==> src/rtl/cpu_pkg.sv <==
// Shared definitions for the streamline CPU pipeline: datapath defaults,
// write-back source encoding and the LUI placement helper.
package cpu_pkg;

    localparam int XLEN_DEFAULT   = 32;
    localparam int REG_AW_DEFAULT = 5;

    // LUI places the 16-bit immediate in the top half of a default-width word.
    localparam int LUI_SHIFT = XLEN_DEFAULT - 16;

    typedef enum logic [1:0] {
        WB_ALU  = 2'd0,
        WB_RAM  = 2'd1,
        WB_LINK = 2'd2,
        WB_LUI  = 2'd3
    } wb_sel_e;

    // Shift that lands a 16-bit immediate in the top bits of an xlen-wide word.
    function automatic int lui_shift(input int xlen);
        return xlen - 16;
    endfunction

endpackage

==> src/rtl/wb_mux.sv <==
// Write-back source select: picks link address, LUI immediate, load data or
// ALU result with priority jal > lui > memtoreg > alu.
module wb_mux
    import cpu_pkg::*;
#(
    parameter int XLEN     = XLEN_DEFAULT,
    parameter int LINK_OFS = 1
) (
    input  logic            jal_i,
    input  logic            lui_i,
    input  logic            memtoreg_i,
    input  logic [15:0]     imm16_i,
    input  logic [XLEN-1:0] pc_i,
    input  logic [XLEN-1:0] alu_i,
    input  logic [XLEN-1:0] ram_i,
    output wb_sel_e         sel_o,
    output logic [XLEN-1:0] data_o
);

    logic [XLEN-1:0] link_val;
    logic [XLEN-1:0] lui_val;

    // Link wraps modulo 2^XLEN; the immediate fills the top 16 bits.
    always_comb begin
        link_val = pc_i + XLEN'(LINK_OFS);
        lui_val  = XLEN'(imm16_i) << lui_shift(XLEN);
    end

    // Priority decode of the control bits into a source select.
    always_comb begin
        sel_o = WB_ALU;
        if (jal_i) begin
            sel_o = WB_LINK;
        end else if (lui_i) begin
            sel_o = WB_LUI;
        end else if (memtoreg_i) begin
            sel_o = WB_RAM;
        end
    end

    // Route the selected operand to the write data.
    always_comb begin
        data_o = alu_i;
        case (sel_o)
            WB_LINK: data_o = link_val;
            WB_LUI:  data_o = lui_val;
            WB_RAM:  data_o = ram_i;
            default: data_o = alu_i;
        endcase
    end

endmodule

==> src/rtl/mem_wb_stage.sv <==
// MEM/WB pipeline register with write-back select, valid/stall/flush control
// and a retired-instruction counter. Outputs come straight from registers;
// the register-file write port doubles as the forwarding source.
module mem_wb_stage
    import cpu_pkg::*;
#(
    parameter int XLEN     = XLEN_DEFAULT,
    parameter int REG_AW   = REG_AW_DEFAULT,
    parameter int LINK_OFS = 1,
    parameter int CNT_W    = 32
) (
    input  logic              clk,
    input  logic              rst,
    input  logic              stall_i,
    input  logic              flush_i,
    input  logic              cnt_clr_i,
    input  logic              valid_i,
    input  logic [REG_AW-1:0] rw_i,
    input  logic              regwrite_i,
    input  logic              memtoreg_i,
    input  logic              jal_i,
    input  logic              lui_i,
    input  logic [XLEN-1:0]   imm_i,
    input  logic [XLEN-1:0]   pc_i,
    input  logic [XLEN-1:0]   alu_i,
    input  logic [XLEN-1:0]   ram_i,
    output logic              valid_o,
    output logic              we_o,
    output logic [REG_AW-1:0] rw_o,
    output logic [XLEN-1:0]   wd_o,
    output logic [XLEN-1:0]   pc_o,
    output logic [CNT_W-1:0]  retire_cnt_o
);

    wb_sel_e           wb_sel;
    logic [XLEN-1:0]   wb_data;

    logic              valid_q;
    logic              wen_q;
    logic [REG_AW-1:0] rw_q;
    logic [XLEN-1:0]   wd_q;
    logic [XLEN-1:0]   pc_q;
    logic [CNT_W-1:0]  cnt_q;
    logic              capture;

    wb_mux #(
        .XLEN     (XLEN),
        .LINK_OFS (LINK_OFS)
    ) u_wb_mux (
        .jal_i      (jal_i),
        .lui_i      (lui_i),
        .memtoreg_i (memtoreg_i),
        .imm16_i    (imm_i[15:0]),
        .pc_i       (pc_i),
        .alu_i      (alu_i),
        .ram_i      (ram_i),
        .sel_o      (wb_sel),
        .data_o     (wb_data)
    );

    // Upper immediate bits are not part of the LUI encoding.
    if (XLEN > 16) begin : g_imm_hi
        logic unused_imm_hi;
        assign unused_imm_hi = ^imm_i[XLEN-1:16];
    end

    // A real instruction retires into WB only on an unstalled, unflushed edge.
    assign capture = valid_i & ~flush_i & ~stall_i;

    // Stage registers: flush loads a bubble and beats stall; stall holds.
    always_ff @(posedge clk or negedge rst) begin
        if (!rst) begin
            valid_q <= 1'b0;
            wen_q   <= 1'b0;
            rw_q    <= '0;
            wd_q    <= '0;
            pc_q    <= '0;
        end else if (flush_i) begin
            valid_q <= 1'b0;
            wen_q   <= 1'b0;
            rw_q    <= '0;
            wd_q    <= '0;
            pc_q    <= '0;
        end else if (!stall_i) begin
            valid_q <= valid_i;
            wen_q   <= regwrite_i;
            rw_q    <= rw_i;
            wd_q    <= wb_data;
            pc_q    <= pc_i;
        end
    end

    // Retire counter: clear beats increment, wraps naturally at 2^CNT_W.
    always_ff @(posedge clk or negedge rst) begin
        if (!rst) begin
            cnt_q <= '0;
        end else if (cnt_clr_i) begin
            cnt_q <= '0;
        end else if (capture) begin
            cnt_q <= cnt_q + CNT_W'(1);
        end
    end

    // Jumps must always take the link path regardless of other controls.
    a_link_sel: assert property (@(posedge clk) disable iff (!rst)
        jal_i |-> (wb_sel == WB_LINK));

    // Writes to register 0 are dropped here so consumers never see them.
    assign we_o         = valid_q & wen_q & (rw_q != '0);
    assign valid_o      = valid_q;
    assign rw_o         = rw_q;
    assign wd_o         = wd_q;
    assign pc_o         = pc_q;
    assign retire_cnt_o = cnt_q;

endmodule

==> config.mk <==
export PLATFORM = sky130hd
export DESIGN_NAME = mem_wb_stage
export DESIGN_NICKNAME = d
export VERILOG_FILES = /design/src/rtl/cpu_pkg.sv /design/src/rtl/wb_mux.sv /design/src/rtl/mem_wb_stage.sv
export SDC_FILE = /design/constraint.sdc
export NUM_CORES = 1
export LEC_CHECK = 0
export ABC_AREA = 1
export BUFFER_PORTS_ARGS = -buffer_cell sky130_fd_sc_hd__buf_4
export CORE_MARGIN = 1.5
export CORE_UTILIZATION = 51
export CTS_BUF_LIST = sky130_fd_sc_hd__clkbuf_4 sky130_fd_sc_hd__clkbuf_8
export CTS_CLUSTER_DIAMETER = 120
export DETAILED_ROUTE_END_ITERATION = 16
export HOLD_SLACK_MARGIN = 0.05
export PLACE_DENSITY = 0.84
export SYNTH_ARGS = -nofsm -noshare
export SYNTH_HDL_FRONTEND = slang
export SYNTH_SLANG_ARGS = --single-unit
export TNS_END_PERCENT = 10
==> constraint.sdc <==
create_clock -name clk -period 1.7 [get_ports clk]
set_input_delay 0.255 -clock clk [delete_from_list [all_inputs] [get_ports clk]]
set_output_delay 0.255 -clock clk [all_outputs]
set_load 0.03 [all_outputs]
-- Yosys cells after proc, flatten, opt, wreduce, memory -nomap -nowiden
Index checks and enable logic that the tools add are counted.
- bits of input ports: 143
- logic and storage cells: 36
- bits in registers: 103
- output and inout bits: 103
- add/sub/neg operators: 2
- reduce and logical (&&, ||, !) cells: 2
- mux-type cells: 16
- equality and inequality tests: 4
- bitwise logic cells: 6
- operators with widths (kind ; number):
    two-way mux 32 bit ; 6
    case mux 32 bit (3 select lines) ; 1
    adder 32 x 1 -> 32 bit, second input constant ; 2
    two-way mux 5 bit ; 2
    two-way mux 1 bit ; 5
    nonzero test 5 bit ; 1
    bitwise AND 1 bit ; 4
    equality test 2 bit, second input constant ; 2
    two-way mux 2 bit ; 2
    equality test 2 x 1 -> 1 bit, second input constant ; 1
    inequality test 2 x 1 -> 1 bit, second input constant ; 1
    inverter 1 bit ; 2
    nonzero test 2 bit ; 1

-- Depth between registers and ports, before layout
Gate-level depths: netlist (run 1).
- word-level depth: 7
- gate-level depth with buffers: 11
- depth with buffers taken out: 11

-- Cells and area by module
Synthesis (run 1) repeated with hierarchy kept, for this count alone.
- cell total of the unflattened synthesis: 976
- area, all modules: 6472.5 sq um
- modules (own cells, without submodules) (module ; area an instance (sq um) ; cells each ; times used ; seq. area each (sq um)):
    mem_wb_stage ; 4754.6 ; 599 ; 1 ; 2577.5
    wb_mux ; 1717.9 ; 377 ; 1 ; 0.0

-- Worst setup path after synthesis (run 1)
No wires, ideal clock.
- kind: reg2reg
- start point: reg cnt_q[0] (netlist: retire_cnt_o[0])
- end point: reg cnt_q[16] (netlist: retire_cnt_o[16])
- setup slack: 137 ps
- data required time: 1583 ps
- cell stages (with the launch flop): 7
- library setup time: 117 ps
- arrival time: 1446 ps
- buffers on the path: 0
- period minus slack after synthesis: 1563 ps
- cells stage by stage: dfrtp_1 ha_1 nand3_1 nor3_4 nand3_1 o21ai_1 nor2_1
- longest elaborated chain between the ends: 3
- ends and longest elaborated chain (element ; RTL line ; text):
    from (decl) ; mem_wb_stage.sv:43 ; logic [CNT_W-1:0] cnt_q;
    from (signal assigned) ; mem_wb_stage.sv:100 ; cnt_q <= cnt_q + CNT_W'(1);
    adder 32 x 1 -> 32 bit ; mem_wb_stage.sv:100 ;
    two-way mux 32 bit ; mem_wb_stage.sv:99 ; end else if (capture) begin
    two-way mux 32 bit ; mem_wb_stage.sv:97 ; end else if (cnt_clr_i) begin
Every way passes these cells. The select of a mux whose other input is x is not followed.
A chain may end at the register's enable or synchronous reset.

-- Final worst setup path (run 1)
- start point: reg rw_q[2] (netlist: rw_o[2])
- end point: out we_o
- longest elaborated chain between the ends: 2
- ends and longest elaborated chain (element ; RTL line ; text):
    from (decl) ; mem_wb_stage.sv:40 ; logic [REG_AW-1:0] rw_q;
    from (signal assigned) ; mem_wb_stage.sv:87 ; rw_q <= rw_i;
    nonzero test 5 bit ; mem_wb_stage.sv:109 ; assign we_o = valid_q & wen_q & (rw_q != '0);
    bitwise AND 1 bit ; mem_wb_stage.sv:109 ;
    to (decl) ; mem_wb_stage.sv:28 ; output logic we_o,
Every way passes these cells.

==> flow_summary.toml, run 1 <==
[routing]
drt_wl_total_um = 21500
drt_pre_antenna_iters = 7
drt_drc_violations_left = 0
drt_iter0_markers = 580
vias = 7115
route.antenna.remaining_nets = 0
wire_per_inst_um = 16.07
avgViaCountPerCell = 5.318

[layout]
antenna_cells_inserted = 0
post_route_cells_drive_above_1_share = 0.2718
layout.nets = 1311
final_area_um2 = 8626
layout.cells.most_common = "sky130_fd_sc_hd__nand2_1"
highest_count_cells_in_the_layout_ignoring_fill_and_taps = "sky130_fd_sc_hd__nand2_1, sky130_fd_sc_hd__buf_4, sky130_fd_sc_hd__inv_1, sky130_fd_sc_hd__dfrtp_1, sky130_fd_sc_hd__o21ai_0"
syn2layout_area_growth_pct = 35.76
utilization = 0.7151

[sta]
post-route-period-util = 0.9715
fin_tns_setup_ps = 0
report.final.slew_viol_count = 0
tightestPinTransition_ps = 1071
hold_slack_ps = 94.78
setup-violations-final = 0
fmax_ghz = 0.6055
final_period_minus_worst_setup_slack_ps = 1652
max_slew_headroom = 0.2832
hold_viol_final = 0
worst_clock_skew_ps = 5.448

[floorplanning]
die_width_um = 114.6
design.die.area_um2 = 13140
ioPinCount = 246
start_util = 0.5268
rows = 40
die_h_um = 114.6
floorplan.core_area_um2 = 12060

[pwr]
power_per_cell_area_nw_per_um2 = 643.2
leakagePower_nw = 4.581
vdd.ir_drop.worst_mv = 0.4125
total_power_w = 0.005548

[placement]
io_buffers = 229
dpl-instance-area_um2 = 8358
globalplace.congestion = 0.9690
hpwlAfterDp_um = 16880

[worst_setup_path]
rrSetupSlack_ps = 110
setup.worst_path.class = "reg -> out"
worst_r2r_path_depth = 9
cp.arrival_ps = 1400
worst_setup_path_start_kind = "flop"
critical_path.endpoint_type = "output pin"
worst-endpoint-required_ps = 1440
crit_fanout = 2

[clock_network]
cts.path.max_buffers = 2
clkLatencyLatePin_ps = 370
cts-buffers-inserted = 9
clk_root_buffer_cell = "sky130_fd_sc_hd__clkbuf_8"
clkSinkCount = 103
clock_pin_transition_on_the_worst_setup_and_hold_timing_paths_ps = 90
htree_levels = 3
tritoncts = "built"

[global_routing]
gr-total-overflow = 0
grt_start_max_net_pins = 77
number_of_antenna_violations_at_the_first_check_in_global_routing = 0
grt_total_usage = 0.3353
wire_length_of_the_first_global_routing_pass_um = 33900
grt_pass1_vias = 6746

[logic_synthesis]
postSynthAreaPerCell_um2 = 6.817
seq_area_frac_synth = 0.4057
synthesis.yosys.warnings = 0
yosysUniqueCellTypes = 35
synthCells = 932
synthesized_flop_and_latch_total = 103
synth_top_cell_area_share = 0.4057
synth_nets = 1077
synth.top_cells.by_area = "sky130_fd_sc_hd__dfrtp_1, sky130_fd_sc_hd__nand2_1, sky130_fd_sc_hd__o21ai_0"
netlist_area_um2 = 6354
synth_largest_area_cell = "sky130_fd_sc_hd__dfrtp_1"

[worst_hold_path]
min-delay-path-class = "in -> reg"
worstHoldPathCells = 3

[outcome]
outcome = "finished clean"

[run]
drv_cap = 0
==> timing repair <==
item	CTS	global route
hold endpoints to repair	105	0
resized for setup	1	7
setup buffers	0	2
hold buffers	2	0
setup endpoints to repair	1	8
==> flip-flops by register name, indices dropped and copies added (netlist names) <==
register,cells
pc_o,32
wd_o,32
valid_o,1
retire_cnt_o,32
rw_o,5
wen_q,1
==> synthesized netlist by cell type, drive strengths merged <==
library cell / instances
nor3: 11
clkbuf: 21
a221oi: 15
xor2: 1
ha: 2
a21o: 4
o21ai: 108
or2: 1
inv: 107
nand3b: 1
nor2: 108
nor4: 1
a22o: 4
o311ai: 1
a31oi: 2
a21oi: 13
nand4: 13
a211oi: 3
nand3: 71
clkinv: 2
nand2: 328
buf: 9
dfrtp: 103
o211ai: 3
==> metrics by stage <==
stage | setup slack [ps] | cells
floorplan | 136.8 | 932
global placement | -40.91 | 1319
detailed placement | -39.35 | 1319
CTS | 28.55 | 1336
global route | -34.52 | 1338
finish | 48.41 | 1338
==> logic make-up (layout without fill, tap and decap cells) <==
logic type | Yosys count | after routing | share of synthesized area
AOI/OAI and AO/OA | 153 | 153 | 0.1367
xor gates and xnor gates | 1 | 1 | 0.001379
adders and majority gates | 2 | 2 | 0.003938
buffers and inverters | 139 | 377 | 0.08527
DFF | 103 | 103 | 0.4057
and+or+nand+nor | 534 | 534 | 0.3671
==> final timing paths <==
path,from,to
worst min register to register,pc_o[10]$_DFFE_PN0P_,pc_o[10]$_DFFE_PN0P_
min in group asynchronous,rst,wd_o[11]$_DFFE_PN0P_
worst min-delay path,rw_i[3],rw_o[3]$_DFFE_PN0P_
worst max-delay path,rw_o[2]$_DFFE_PN0P_,we_o
max in group asynchronous,rst,wen_q$_DFFE_PN0P_
worst max register to register,retire_cnt_o[1]$_DFFE_PN0P_,retire_cnt_o[18]$_DFFE_PN0P_
==> routing by layer <==
metal	up-vias	share of wire	global-route usage
met3	58	0.084	0.07305
li1	3476	-	-
met4	0	0.041	0.1617
met2	350	0.47	0.5417
met5	-	0	0
met1	3231	0.40	0.4281
==> where the power goes <==
group	internal (W)	switching (W)
logic	0.000489	0.000737
registers	0.00255	0.0000667
clock network	0.000874	0.000831
total	0.00391	0.00164
==> critical path, cell delays in order (launching register included) <==
cell	delay [ps]
sky130_fd_sc_hd__dfrtp_1	390
sky130_fd_sc_hd__inv_1	100
sky130_fd_sc_hd__nand3_2	100
sky130_fd_sc_hd__o311ai_2	210
sky130_fd_sc_hd__inv_1	60
sky130_fd_sc_hd__buf_4	170
==> layout make-up <==
| class | count | area, um^2 |
|---|---|---|
| fill | 1082 | 3436 |
| clock inverter | 4 | 70.07 |
| timing repair buffer | 253 | 1954 |
| clock buffer | 11 | 145.1 |
| multi-input combinational | 690 | 3254 |
| inverter | 109 | 409.1 |
| sequential | 103 | 2582 |
| tap | 168 | 210.2 |
Note: power is estimated with default switching activity, not from simulation.
==> run 2, diff against run 1 <==
--- a/config.mk
+++ b/config.mk
@@ -6,7 +6,7 @@
 export NUM_CORES = 1
 export LEC_CHECK = 0
 export ABC_AREA = 1
-export BUFFER_PORTS_ARGS = -buffer_cell sky130_fd_sc_hd__buf_4
+export BUFFER_PORTS_ARGS = -buffer_cell sky130_fd_sc_hd__buf_2
 export CORE_MARGIN = 1.5
 export CORE_UTILIZATION = 51
 export CTS_BUF_LIST = sky130_fd_sc_hd__clkbuf_4 sky130_fd_sc_hd__clkbuf_8
@@ -14,6 +14,7 @@
 export DETAILED_ROUTE_END_ITERATION = 16
 export HOLD_SLACK_MARGIN = 0.05
 export PLACE_DENSITY = 0.84
+export SETUP_SLACK_MARGIN = 0.15
 export SYNTH_ARGS = -nofsm -noshare
 export SYNTH_HDL_FRONTEND = slang
 export SYNTH_SLANG_ARGS = --single-unit
==> run 2 against run 1 <==
  * Clock power shrank 7%
  * Routed wire length grew 0.51%
  * Final cell count grew 0.30%
  * Die area is the same
  * Clock skew grew 1.9 ps
  * Critical path depth is the same
  * Sequential power is essentially flat
  * Maximum frequency is essentially flat
  * Setup slack lost 1.3 ps
  * Total power shrank 4.4%
  * Register-to-register slack gained 30 ps
  * Sequential share of layout area grew 1.8 points
  * Largest cell class unchanged
==> flow_summary.toml, run 2 (synthesized netlist as in run 1, its figures left out) <==
[routing]
drt_iter0_markers = 622
drt_drc_violations_left = 0
avgViaCountPerCell = 5.364
route.antenna.remaining_nets = 0
topRoutingLayerUsed = "met4"
vias = 7198
wl_met2_um = 10490
dr_wl_met3_um = 1640
drt_pre_antenna_iters = 6
met1Wirelength_um = 8685
drt_wl_total_um = 21610
wire_per_inst_um = 16.11

[worst_setup_path]
critical-path-max-stage-delay_ps = 410
worst_setup_path_start_kind = "flop"
critPathBufInv = 3
crit_fanout = 2
critical_path.endpoint_type = "output pin"
worst-endpoint-required_ps = 1440
cp_cell_sequence = "inv_2 > nand3_2 > o311ai_2 > inv_1 > buf_6"
cp.arrival_ps = 1400
setup.worst_path.class = "reg -> out"
critPathSlowestCell = "sky130_fd_sc_hd__dfrtp_1"
cpLargestDelayFamily = "flip-flops"

[pwr]
power.combinational.fraction = 0.207
leakagePower_nw = 4.460
netSwitchingPower_w = 0.001815
power.clock.fraction = 0.300
share_seq_of_total_power = 0.493
vdd.ir_drop.worst_mv = 0.4367
switching_share = 0.3423
power_per_cell_area_nw_per_um2 = 649.6
total_power_w = 0.005304
power_report.internal_total_w = 0.003489

[global_routing]
gr-total-overflow = 0
number_of_antenna_violations_at_the_first_check_in_global_routing = 1
wire_length_of_the_first_global_routing_pass_um = 34160
grt_start_max_net_pins = 70
grt_pass1_vias = 6753
grt_total_usage = 0.3395

[clock_network]
cts.path.max_buffers = 2
cts-buffers-inserted = 9
tritoncts = "built"
htree_levels = 3
clkLatencyLatePin_ps = 400
clock_pin_transition_on_the_worst_setup_and_hold_timing_paths_ps = 120
clk_root_buffer_cell = "sky130_fd_sc_hd__clkbuf_8"
clkSinkCount = 103

[worst_hold_path]
min-delay-path-class = "in -> reg"

[layout]
post_route_cells_drive_above_1_share = 0.2933
syn2layout_area_growth_pct = 28.52
final_area_um2 = 8165
layout.filler_cells = 1089
layout.nets = 1313
stdcell_count = 1342
layout.cells.most_common = "sky130_fd_sc_hd__nand2_1"
multi_input_area_um2 = 3339
highest_count_cells_in_the_layout_ignoring_fill_and_taps = "sky130_fd_sc_hd__nand2_1, sky130_fd_sc_hd__buf_2, sky130_fd_sc_hd__inv_1, sky130_fd_sc_hd__o21ai_0, sky130_fd_sc_hd__dfrtp_1"
seqCellArea_um2 = 2589

[sta]
hold_viol_final = 0
final_period_minus_worst_setup_slack_ps = 1653
post-route-period-util = 0.9723
max_slew_headroom = 0.5783
post-route-worst-setup-slack_ps = 47.13
setup-violations-final = 0
worst_clock_skew_ps = 7.346
fmax_ghz = 0.6050
rsz0062_at_grt = "yes"
tightestPinTransition_ps = 631.8
report.final.slew_viol_count = 0

[floorplanning]
die_width_um = 114.6
die_h_um = 114.6
floorplan.core_area_um2 = 12060
design.die.area_um2 = 13140
ioPinCount = 246
rows = 40
start_util = 0.5268

[outcome]
outcome = "finished clean"

[placement]
dpl.cell_count = 1321
detailedPlace.worstSlack_ps = -25.70
dpl-instance-area_um2 = 7818
hpwlAfterDp_um = 16910
globalplace.congestion = 0.9473
io_buffers = 229

[run]
drv_cap = 0
run 2: cell types whose count changed in the layout (fill, tap and decap cells not counted), moves of 5 or more:
cell                      previous run  this run
sky130_fd_sc_hd__buf_2               0       227
sky130_fd_sc_hd__buf_4             247        20
sky130_fd_sc_hd__dfrtp_1            99        94
sky130_fd_sc_hd__dfrtp_2             4         9
sky130_fd_sc_hd__nor2_1             87        80
sky130_fd_sc_hd__nor2_4              9        14
run 2: path summary, 6_finish.rpt:
path	endpoint	from	slack, ps	cells after the start
max	we_o	rw_o[4]$_DFFE_PN0P_	50	5
min	retire_cnt_o[7]$_DFFE_PN0P_	cnt_clr_i	80	2
max reg2reg	retire_cnt_o[20]$_DFFE_PN0P_	retire_cnt_o[3]$_DFFE_PN0P_	140	7
min reg2reg	pc_o[2]$_DFFE_PN0P_	pc_o[2]$_DFFE_PN0P_	480	2
max in group asynchronous	wd_o[27]$_DFFE_PN0P_	rst	810	3
min in group asynchronous	retire_cnt_o[20]$_DFFE_PN0P_	rst	280	2
run 2: routing by layer:
| layer | GRT usage | up-vias |
|---|---|---|
| met5 | 0 | - |
| met4 | 0.1533 | 0 |
| met3 | 0.06035 | 52 |
| met2 | 0.5633 | 373 |
| met1 | 0.4341 | 3301 |
| li1 | - | 3472 |
run 2: through the flow:
step                  util  hold slack, ps  TNS (ps)
floorplan                -          -40.59         0
global placement    0.6481           163.2    -207.5
detailed placement  0.6481           162.8    -171.1
CTS                 0.6664           67.23         0
global route        0.6770           69.00    -56.52
finish              0.6770           76.72         0
run 2: power groups by stage:
stage                     clock network, W  registers, W  logic (W)
after floorplan                          0       0.00286   0.000356
after global placement                   0       0.00265    0.00107
after detailed placement                 0       0.00266    0.00108
after CTS                          0.00160       0.00261    0.00109
after global routing               0.00170       0.00262    0.00119
final                              0.00159       0.00261    0.00110
run 2: layout make-up:
| type | count | share of cell area |
|---|---|---|
| clock inverters | 7 | 0.009041 |
| well taps | 168 | 0.02574 |
| repair buffers | 255 | 0.1736 |
| flip-flops and latches | 103 | 0.3170 |
| inverters | 109 | 0.05011 |
| diodes | 1 | 0.0003065 |
| clock buffers | 9 | 0.01517 |
| multi-input cells | 690 | 0.4090 |
run 2: worst reg2reg max path, cell delays in order (launching register included):
cell	delay (ps)
sky130_fd_sc_hd__dfrtp_2	430
sky130_fd_sc_hd__nand2_1	130
sky130_fd_sc_hd__clkinv_1	80
sky130_fd_sc_hd__nand3_1	100
sky130_fd_sc_hd__nor3_4	310
sky130_fd_sc_hd__nand3_1	180
sky130_fd_sc_hd__o21ai_1	160
sky130_fd_sc_hd__nor2_1	70
run 2: timing repair:
item / CTS / global route
gates cloned: 0 / 0
hold buffers: 2 / 0
buffers inserted: 0 / 2
pin swaps: 0 / 4
setup endpoints to repair: 9 / 25
gates resized for setup: 2 / 36
hold endpoints to repair: 51 / 0
==> run 3, diff against run 2 <==
--- a/config.mk
+++ b/config.mk
@@ -5,15 +5,15 @@
 export SDC_FILE = /design/constraint.sdc
 export NUM_CORES = 1
 export LEC_CHECK = 0
-export ABC_AREA = 1
+export ABC_AREA = 0
 export BUFFER_PORTS_ARGS = -buffer_cell sky130_fd_sc_hd__buf_2
 export CORE_MARGIN = 1.5
-export CORE_UTILIZATION = 51
+export CORE_UTILIZATION = 45
 export CTS_BUF_LIST = sky130_fd_sc_hd__clkbuf_4 sky130_fd_sc_hd__clkbuf_8
 export CTS_CLUSTER_DIAMETER = 120
 export DETAILED_ROUTE_END_ITERATION = 16
 export HOLD_SLACK_MARGIN = 0.05
-export PLACE_DENSITY = 0.84
+export PLACE_DENSITY = 0.8
 export SETUP_SLACK_MARGIN = 0.15
 export SYNTH_ARGS = -nofsm -noshare
 export SYNTH_HDL_FRONTEND = slang
==> constraint.sdc (replaced) <==
create_clock -name clk -period 1.35 [get_ports clk]
set_input_delay 0.2025 -clock clk [delete_from_list [all_inputs] [get_ports clk]]
set_output_delay 0.2025 -clock clk [all_outputs]
set_load 0.03 [all_outputs]
==> run 3 against run 2 <==
  * The flow now finishes with violations (setup timing)
  * Clock skew up 1.3 ps
  * Critical path type is now reg -> reg
  * Critical endpoint is now retire_cnt_o[31]$_DFFE_PN0P_
  * Sequential share of layout area down 2.5 points
  * Design area up 9.0%
  * Register-to-register slack worse by 720 ps
  * Flip-flop and latch count unchanged
  * First-iteration DRC count down 10%
  * Hold slack worse by 3.3 ps
==> flow_summary.toml, run 3 <==
[placement]
globalplace.congestion = 0.8737
hpwlAfterDp_um = 14350
io_buffers = 229
detailedPlace.worstSlack_ps = -574.0

[logic_synthesis]
synthesis.yosys.warnings = 0
synth-adder-area-share = 0.004386
seq_area_frac_synth = 0.4518
synth-compound-area-share = 0.1050
synth_nets = 738
synth_xor_area_frac = 0.07675
yosysUniqueCellTypes = 48
synthesized_flop_and_latch_total = 103
synth.top_cells.by_area = "sky130_fd_sc_hd__dfrtp_1, sky130_fd_sc_hd__mux2i_1, sky130_fd_sc_hd__nor2_1"
dominant_combinational_cell_family_by_area_after_synthesis = "simple AND/OR/NAND/NOR gates"
synthCells = 593
synth_simple_gate_area_share = 0.1939
number_of_synthesized_flops_with_an_enable_pin = 0
synth_top_cell_area_share = 0.4518
yosysMostFrequentCell = "sky130_fd_sc_hd__dfrtp_1"
post_synth_most_frequent_cells = "sky130_fd_sc_hd__dfrtp_1, sky130_fd_sc_hd__nor2_1, sky130_fd_sc_hd__mux2i_1"
netlist_area_um2 = 5705
postSynth.topFlopCell = "sky130_fd_sc_hd__dfrtp_1"
synth_largest_area_cell = "sky130_fd_sc_hd__dfrtp_1"
yosys-mux-area-fraction = 0.1327
postSynthAreaPerCell_um2 = 9.621
synthArstFlopShare = 1.000

[global_routing]
number_of_antenna_violations_at_the_first_check_in_global_routing = 0
grt_total_usage = 0.3060
grt_pass1_vias = 6173
wire_length_of_the_first_global_routing_pass_um = 31290
grt_start_max_net_pins = 57
gr-total-overflow = 0

[layout]
layout.filler_cells = 910
antenna_cells_inserted = 0
highest_count_cells_in_the_layout_ignoring_fill_and_taps = "sky130_fd_sc_hd__buf_2, sky130_fd_sc_hd__buf_4, sky130_fd_sc_hd__dfrtp_1, sky130_fd_sc_hd__nor2_1, sky130_fd_sc_hd__buf_6"
layout.cells.most_common = "sky130_fd_sc_hd__buf_2"
layout.nets = 1067
syn2layout_area_growth_pct = 56.03
post_route_cells_drive_above_1_share = 0.4693
seqCellArea_um2 = 2599
multi_input_area_um2 = 3178

[clock_network]
htree_levels = 3
tritoncts = "built"
clock_pin_transition_on_the_worst_setup_and_hold_timing_paths_ps = 100
clkSinkCount = 103
cts.path.max_buffers = 2
cts-buffers-inserted = 9
clkLatencyLatePin_ps = 370
clk_root_buffer_cell = "sky130_fd_sc_hd__clkbuf_8"

[sta]
worst_clock_skew_ps = 8.664
rsz0062_at_grt = "yes"
post-route-period-util = 1.433
max_slew_headroom = 0.5835
tightestPinTransition_ps = 622.0
post-route-worst-setup-slack_ps = -584.9
fmax_ghz = 0.5168
report.final.slew_viol_count = 0
final_period_minus_worst_setup_slack_ps = 1935
setup-violations-final = 28
hold_viol_final = 0

[worst_hold_path]
min-delay-path-class = "in -> reg"
worst_hold_startpoint = "rw_i[0]"
min_to = "rw_o[0]$_DFFE_PN0P_"
worstHoldPathCells = 3

[routing]
drt_iter0_markers = 557
topRoutingLayerUsed = "met4"
vias = 6106
drt_wl_total_um = 20770
route.antenna.remaining_nets = 0
dr_wl_met3_um = 1487
met1Wirelength_um = 7957
drt_drc_violations_left = 0
wl_met2_um = 10840
wire_per_inst_um = 18.96
drt_pre_antenna_iters = 5
avgViaCountPerCell = 5.576

[worst_setup_path]
worst_r2r_endpoint = "retire_cnt_o[31]$_DFFE_PN0P_"
worst_r2r_path_depth = 5
critical_path.endpoint_type = "flop"
setup.worst_path.class = "reg -> reg"
worst-endpoint-required_ps = 1650
critical_path.reg2reg.startpoint = "retire_cnt_o[7]$_DFFE_PN0P_"
rrSetupSlack_ps = -580
worst_setup_path_start_kind = "flop"
crit_fanout = 6
cp.arrival_ps = 2230

[floorplanning]
start_util = 0.4672
die_h_um = 115.6
die_width_um = 115.6
ioPinCount = 246
rows = 40
floorplan.core_area_um2 = 12210
design.die.area_um2 = 13360

[outcome]
violations = "setup timing"
outcome = "finished, violations left"

[run]
drv_cap = 0

[pwr]
vdd.ir_drop.worst_mv = 0.5509
leakagePower_nw = 4.533
total_power_w = 0.006881
power_per_cell_area_nw_per_um2 = 772.9
run 3: layout make-up:
| class | count | area share |
|---|---|---|
| inverters | 13 | 0.005481 |
| repair buffers | 355 | 0.2996 |
| clock inverters | 6 | 0.007590 |
| well taps | 168 | 0.02361 |
| clock buffers | 10 | 0.01476 |
| multi-input cells | 440 | 0.3570 |
| flip-flops and latches | 103 | 0.2919 |
run 3: logic make-up after synthesis:
group | after synthesis
AOI/OAI and AO/OA | 93
xor gates and xnor gates | 50
adders and majority gates | 2
buffers and inverters | 50
DFF | 103
muxes | 75
and+or+nand+nor | 220
run 3: worst max-delay path, stage by stage (launching register included):
cell	delay [ps]
sky130_fd_sc_hd__dfrtp_2	400
sky130_fd_sc_hd__nand4_1	170
sky130_fd_sc_hd__or4_4	530
sky130_fd_sc_hd__buf_8	160
sky130_fd_sc_hd__or4_1	460
sky130_fd_sc_hd__a21oi_1	150
run 3: routing by layer:
metal / track usage / vias to the layer above
met5: 0 / -
met4: 0.09712 / 0
met2: 0.5527 / 318
li1: - / 2778
met3: 0.05858 / 45
met1: 0.3679 / 2965
run 3: timing repair:
action                                 in CTS  in global routing
pin swaps                                  28                 30
endpoints found under the hold margin     103                  0
gates cloned                                1                  0
setup buffers                               6                  4
gates resized for setup                   130                 74
hold buffers                                1                  0
setup endpoints to repair                 104                103
run 3: worst max-delay path by stage:
stage / start / end / slack [ps] / depth (start not counted)
CTS: retire_cnt_o[4]$_DFFE_PN0P_ / retire_cnt_o[31]$_DFFE_PN0P_ / -540 / 5
finish: retire_cnt_o[7]$_DFFE_PN0P_ / retire_cnt_o[31]$_DFFE_PN0P_ / -580 / 5
floorplan: retire_cnt_o[14]$_DFFE_PN0P_ / retire_cnt_o[25]$_DFFE_PN0P_ / -640 / 6
global placement: retire_cnt_o[7]$_DFFE_PN0P_ / retire_cnt_o[31]$_DFFE_PN0P_ / -520 / 5
global route: retire_cnt_o[4]$_DFFE_PN0P_ / retire_cnt_o[19]$_DFFE_PN0P_ / -640 / 7
detailed placement: retire_cnt_o[7]$_DFFE_PN0P_ / retire_cnt_o[31]$_DFFE_PN0P_ / -570 / 5
run 3: stage by stage:
stage / utilization / area [um^2] / TNS, ps / hold slack, ps / cells
floorplan: - / 5756 / -15850 / -93.09 / 593
global placement: 0.6457 / 7885 / -23470 / 109.9 / 1067
detailed placement: 0.6457 / 7885 / -26500 / 109.8 / 1067
CTS: 0.7079 / 8645 / -11170 / 63.71 / 1091
global route: 0.7290 / 8902 / -13430 / 67.29 / 1095
finish: 0.7290 / 8902 / -11920 / 73.39 / 1095
run 3: power by group:
group | switching, W | total [W] | leakage (nW) | internal [W]
logic | 0.000919 | 0.00155 | 3.07 | 0.000633
clock network | 0.00114 | 0.00203 | 0.0967 | 0.000890
registers | 0.0000856 | 0.00330 | 1.36 | 0.00321
total | 0.00214 | 0.00688 | 4.53 | 0.00474
